[src/rtl/inst_axi_rd_bridge_pkg.sv]
// Shared AXI read-side constants and the AR channel state type for the
// instruction-fetch read bridge.
package inst_axi_rd_bridge_pkg;

  localparam logic [1:0] BURST_INCR   = 2'b01;
  localparam logic [2:0] SIZE_WORD    = 3'd2;
  localparam logic [7:0] ARLEN_SINGLE = 8'd0;

  typedef enum logic {
    IDLE    = 1'b0,
    AR_WAIT = 1'b1
  } ar_state_t;

endpackage

[src/rtl/inst_axi_rd_bridge.sv]
// Turns fetch-stage sram-like requests into single-beat AXI4 reads, keeping
// up to MAX_OUTSTANDING reads in flight and returning data in issue order.
module inst_axi_rd_bridge
  import inst_axi_rd_bridge_pkg::*;
#(
  parameter int         MAX_OUTSTANDING = 2,
  parameter logic [3:0] ARID_VAL        = 4'd0
) (
  input  logic        clk,
  input  logic        resetn,
  input  logic        inst_sram_req,
  input  logic        inst_sram_wr,
  input  logic [1:0]  inst_sram_size,
  input  logic [3:0]  inst_sram_wstrb,
  input  logic [31:0] inst_sram_addr,
  input  logic [31:0] inst_sram_wdata,
  output logic        inst_sram_addr_ok,
  output logic        inst_sram_data_ok,
  output logic [31:0] inst_sram_rdata,
  output logic [3:0]  arid,
  output logic [31:0] araddr,
  output logic [7:0]  arlen,
  output logic [2:0]  arsize,
  output logic [1:0]  arburst,
  output logic [1:0]  arlock,
  output logic [3:0]  arcache,
  output logic [2:0]  arprot,
  output logic        arvalid,
  input  logic        arready,
  input  logic [3:0]  rid,
  input  logic [31:0] rdata,
  input  logic [1:0]  rresp,
  input  logic        rlast,
  input  logic        rvalid,
  output logic        rready
);

  localparam logic [1:0] MAX_CNT = 2'(MAX_OUTSTANDING);

  ar_state_t   state_reg, state_next;
  logic [1:0]  cnt_reg, cnt_next;
  logic [31:0] araddr_reg;
  logic [2:0]  arsize_reg;
  logic        full;
  logic        unused_ok;

  // Write-side and response-status inputs have no meaning on a read-only,
  // single-ID, single-beat port.
  assign unused_ok = ^{inst_sram_wr, inst_sram_wstrb, inst_sram_wdata, rid, rresp, rlast};

  assign rready            = (cnt_reg != 2'd0);
  assign inst_sram_data_ok = rvalid && rready;
  assign inst_sram_rdata   = rdata;

  // A response retiring in this cycle frees the slot a new request needs.
  assign full = (cnt_reg == MAX_CNT) && !inst_sram_data_ok;

  assign inst_sram_addr_ok = resetn && inst_sram_req && !full &&
                             ((state_reg == IDLE) || arready);

  assign arid    = ARID_VAL;
  assign araddr  = araddr_reg;
  assign arlen   = ARLEN_SINGLE;
  assign arsize  = arsize_reg;
  assign arburst = BURST_INCR;
  assign arlock  = 2'b00;
  assign arcache = 4'b0000;
  assign arprot  = 3'b000;

  always_comb begin
    state_next = state_reg;
    arvalid    = 1'b0;
    case (state_reg)
      IDLE: begin
        if (inst_sram_addr_ok) state_next = AR_WAIT;
      end
      AR_WAIT: begin
        arvalid = 1'b1;
        if (inst_sram_addr_ok) state_next = AR_WAIT;
        else if (arready)      state_next = IDLE;
      end
      default: state_next = IDLE;
    endcase
  end

  always_comb begin
    cnt_next = cnt_reg;
    case ({inst_sram_addr_ok, inst_sram_data_ok})
      2'b10:   cnt_next = cnt_reg + 2'd1;
      2'b01:   cnt_next = cnt_reg - 2'd1;
      default: cnt_next = cnt_reg;
    endcase
  end

  always_ff @(posedge clk) begin
    if (!resetn) begin
      state_reg  <= IDLE;
      cnt_reg    <= 2'd0;
      araddr_reg <= 32'd0;
      arsize_reg <= SIZE_WORD;
    end else begin
      state_reg <= state_next;
      cnt_reg   <= cnt_next;
      if (inst_sram_addr_ok) begin
        araddr_reg <= inst_sram_addr;
        arsize_reg <= {1'b0, inst_sram_size};
      end
    end
  end

endmodule

[config.mk]
export PLATFORM = sky130hd
export DESIGN_NAME = inst_axi_rd_bridge
export DESIGN_NICKNAME = d
export VERILOG_FILES = /design/src/rtl/inst_axi_rd_bridge_pkg.sv /design/src/rtl/inst_axi_rd_bridge.sv
export SDC_FILE = /design/constraint.sdc
export NUM_CORES = 1
export LEC_CHECK = 0
export ABC_AREA = 0
export BUFFER_PORTS_ARGS = -buffer_cell sky130_fd_sc_hd__buf_2
export CELL_PAD_IN_SITES_DETAIL_PLACEMENT = 1
export CELL_PAD_IN_SITES_GLOBAL_PLACEMENT = 2
export CORE_ASPECT_RATIO = 1.25
export CORE_MARGIN = 4
export CORE_UTILIZATION = 17
export DETAILED_ROUTE_END_ITERATION = 8
export PLACE_DENSITY = 0.95
export SYNTH_ARGS = -nofsm -noshare
export SYNTH_HDL_FRONTEND = slang
export SYNTH_SLANG_ARGS = --single-unit
[constraint.sdc]
create_clock -name clk -period 4.8 [get_ports clk]
set_input_delay 0.72 -clock clk [delete_from_list [all_inputs] [get_ports clk]]
set_output_delay 0.72 -clock clk [all_outputs]
set_load 0.005 [all_outputs]
Word level (Yosys, flattened, before mapping)
Cells that the tools add are included.
Widths: inputs -> output; s select.
{"block": "totals", "register_bits": 37, "output_inout_bits": 94, "word_cells": 26}
{"block": "classes", "n_addsub": 2, "n_bitwise": 1, "eq_ne": 3, "mux": 6, "reduce_logical": 10}
{"operator": "$logic_and 1x1->1", "count": 5}
{"operator": "$eq 2x2->1 const B", "count": 2}
{"operator": "$mux 1", "count": 4}
{"operator": "$pmux 2 s2", "count": 1}
{"operator": "$reduce_bool 2->1", "count": 2}
{"operator": "$add 2x1->2 const B", "count": 1}
{"operator": "$eq 2x1->1 const B", "count": 1}
{"operator": "$logic_not 1->1", "count": 2}
{"operator": "$pmux 1 s2", "count": 1}
{"operator": "$sub 2x1->2 const B", "count": 1}
{"operator": "$logic_or 1x1->1", "count": 1}
{"operator": "$not 1->1", "count": 1}

Depth between registers and ports, before layout
{"block": "depth", "word_depth": 9, "depth_mapped": 7, "depth_no_buf": 6}

Worst setup path before layout
No wires, ideal clock.
{"block": "synth_timing", "kind": "input port to output port", "from": "input port rvalid", "to": "output port inst_sram_addr_ok", "arrival_ps": 1476, "n_path_buf": 2, "required_time_ps": 4080, "path_stages": 5, "setup_slack_ps": 2604, "cell_sequence": "or3b_1 > buf_6 > nand3_4 > inv_4 > buf_6"}
{"block": "synth_between", "elab_chain_cells": 6}
{"item": "from (decl)", "line_no": "inst_axi_rd_bridge.sv:34", "source": "input logic rvalid,"}
{"item": "$logic_and 1x1->1", "line_no": "inst_axi_rd_bridge.sv:52", "source": "assign inst_sram_data_ok = rvalid && rready;"}
{"item": "$logic_not 1->1", "line_no": "inst_axi_rd_bridge.sv:56", "source": "assign full = (cnt_reg == MAX_CNT) && !inst_sram_data_ok;"}
{"item": "$logic_and 1x1->1", "line_no": "inst_axi_rd_bridge.sv:56"}
{"item": "$logic_not 1->1", "line_no": "inst_axi_rd_bridge.sv:58", "source": "assign inst_sram_addr_ok = resetn && inst_sram_req && !full &&"}
{"item": "$logic_and 1x1->1 (2 in series)", "line_no": "inst_axi_rd_bridge.sv:58"}
{"item": "to (decl)", "line_no": "inst_axi_rd_bridge.sv:17", "source": "output logic inst_sram_addr_ok,"}
No other way between the ends.

Worst setup path after layout
{"block": "layout_timing", "from": "input port resetn", "to": "output port inst_sram_addr_ok"}
{"block": "layout_between", "elab_chain_cells": 3}
{"item": "from (decl)", "line_no": "inst_axi_rd_bridge.sv:10", "source": "input logic resetn,"}
{"item": "$logic_and 1x1->1 (3 in series)", "line_no": "inst_axi_rd_bridge.sv:58"}
No other way between the ends.

==> out/summary.txt <==
Max reg flops = 32
Maximum VDD drop = 0.161 mV
Gr usage total = 8.14%
Yosys warns = 0
Initial antenna violation count = 0
Critical-path cell list = buf_2, and2_1, nand3_4, inv_4, buf_2
Fmax = 0.324 GHz
Distinct cells, synth = 23
Nets = 380
Critical Path AT = 2360 ps
Number of setup violations in the final report = 0
CP startpoint kind = input port
Setup TNS = 0 ps
Gr ovfl total = 0
Status = finished clean
Clock Sink Count = 37
RSZ-0062 raised after global routing = no
Fin. Hold Viols = 0
Post-CTS setup buffer count = 0
Synth Cell Area = 0.00196 mm²
Most used cell, CP = buf_2
Row cnt = 43
CTS H-tree depth = 2
Leakage = 0.999 nW
Final Wtd Congestion = 0.632
Synth Register Bits = 37
Crit-path max cell delay = 590 ps
Post-DP Area = 0.00209 mm²
Hold crit path type = register to register
Syn Area/Cell = 8.50 µm²
Final period util = 64.2%
Dpl cells = 392
Worst-path clk slew = 60 ps
CP max stage cell = buf_2
Number of global-route vias before repair = 1750
CP Capture Type = primary output
Detail Route Antenna Nets = 0
Slew headroom = 48.3%
Hold-fix buffers, CTS = 0
Clock Latency Late Sink = 280 ps
Via count = 1650
Worst Min Path Start = araddr[14]
Port bufs = 76
Most common cell after layout, fill and taps aside = buf_2
CTS tree = yes
Area delta synth->final = 13.4%
Core Area = 0.0112 mm²
Worst hold slack = 444 ps
Root cell of the clock tree = clkbuf_16
Initial DRT Pass Iterations = 3
Total routed wirelength = 5600 µm
Clock Skews = 6.32 ps
Die height = 128 µm
Global-route wire length before repair = 8690 µm
Post-CTS sizing = 0
Fin cells = 400
Top delay family on crit path = buffers and inverters
Max-Cap Viols = 0
N_diodes = 0
Vias per inst = 4.13
Critical path class = input port to primary output
Syn Inst Count = 231
Post-synthesis sequential area ratio = 37.7%
Largest net degree at the start of global routing = 39
CP max FO = 38
CP required = 4080 ps
Slew Viols, Final = 0
Share of cells above drive strength 1 = 38.5%
CTS buffer count = 5
Minimum clock period = 3080 ps
Tot Pwr = 0.846 mW
Post-detail-place hpwl = 3890 µm
Num ports = 209
Crit path launch = resetn
Worst path bufs/invs = 3
Reg2Reg Launch Point = cnt_reg[0]
Chip width = 104 µm
Clock buffer depth = 2
DRC Markers = 0
Most frequent cells in the layout = buf_2 (76), dfxtp_1 (37), nand2_1 (34)
Slew @ Worst Pin = 775 ps
Initial Util = 17.6%
DR WL/cell = 14.0 µm
Die outline area = 0.0133 mm²
Initial DRC count = 56
Power per cell area = 380 mW/mm²
Design Area, Final = 0.00223 mm²
-- metrics by stage --
step / util, % / setup WS (ps)
2_1_floorplan: - / 2600
3_3_place_gp: 18.7 / 1720
3_5_place_dp: 18.7 / 1660
4_1_cts: 19.9 / 1660
5_1_grt: 19.9 / 1550
6_report: 19.9 / 1720
-- cell families (layout without fill, tap and decap cells) --
logic type / Yosys count / in the layout / share of synthesized area (%)
buffers and inverters: 76 / 88 / 27.1
multiplexers: 1 / 1 / 0.573
AND/OR/NAND/NOR: 76 / 76 / 20.6
adder cells (fa/ha/maj): 1 / 1 / 0.637
other: 2 / 24 / 0.382
AO/OA/AOI/OAI: 36 / 36 / 12.1
flip-flops: 37 / 37 / 37.7
XOR/XNOR: 2 / 2 / 0.892
-- layer usage --
layer	up-vias	routed length (µm)	GRT usage [%]
li1	769	-	-
met1	797	2090	8.34
met2	67	2970	15.7
met3	17	405	2.07
met4	0	129	3.44
met5	-	0	0
-- report_power, final --
part / internal (mW) / total, mW / switching, mW
combinational: 0.0742 / 0.170 / 0.0953
clock: 0.193 / 0.317 / 0.123
sequential: 0.341 / 0.360 / 0.0190
-- tightest hold or removal path: stages (launching register included) --
cell	delay (ps)
dfxtp_1	300
nand2_1	50
o21ai_1	50
-- worst paths after layout --
check / end / slack (ps) / depth (start not counted)
worst min register to register: araddr[14] / 440 / 2
worst max-delay path: inst_sram_addr_ok / 1720 / 5
worst min-delay path: araddr[14] / 440 / 2
worst max register to register: cnt_reg[1] / 2720 / 6
-- cell type report --
class | instances | area (µm²)
fill | 1390 | 8960
multi-input combinational | 140 | 773
sequential | 37 | 741
timing repair buffer | 79 | 403
tap | 135 | 169
clock buffer | 8 | 136
inverter | 1 | 6.26
-- cells in the mapped netlist --
library cell | n | share of area, %
a21boi_0 | 2 | 0.76
and2_1 | 3 | 0.96
buf_1 | 5 | 0.96
buf_2 | 4 | 1.0
buf_4 | 56 | 21
buf_6 | 4 | 2.3
clkbuf_1 | 6 | 1.1
conb_1 | 2 | 0.38
dfxtp_1 | 37 | 38
ha_1 | 1 | 0.64
inv_4 | 1 | 0.32
mux2_2 | 1 | 0.57
nand2_1 | 34 | 6.5
nand2b_1 | 2 | 0.64
nand3_4 | 1 | 0.89
nand4_1 | 33 | 11
o21ai_0 | 5 | 1.3
o21ai_1 | 15 | 3.8
o21ai_2 | 14 | 6.2
or2_2 | 1 | 0.32
or3_1 | 1 | 0.32
or3b_1 | 1 | 0.45
xnor2_1 | 2 | 0.89
(Power assumes the default switching activity.)
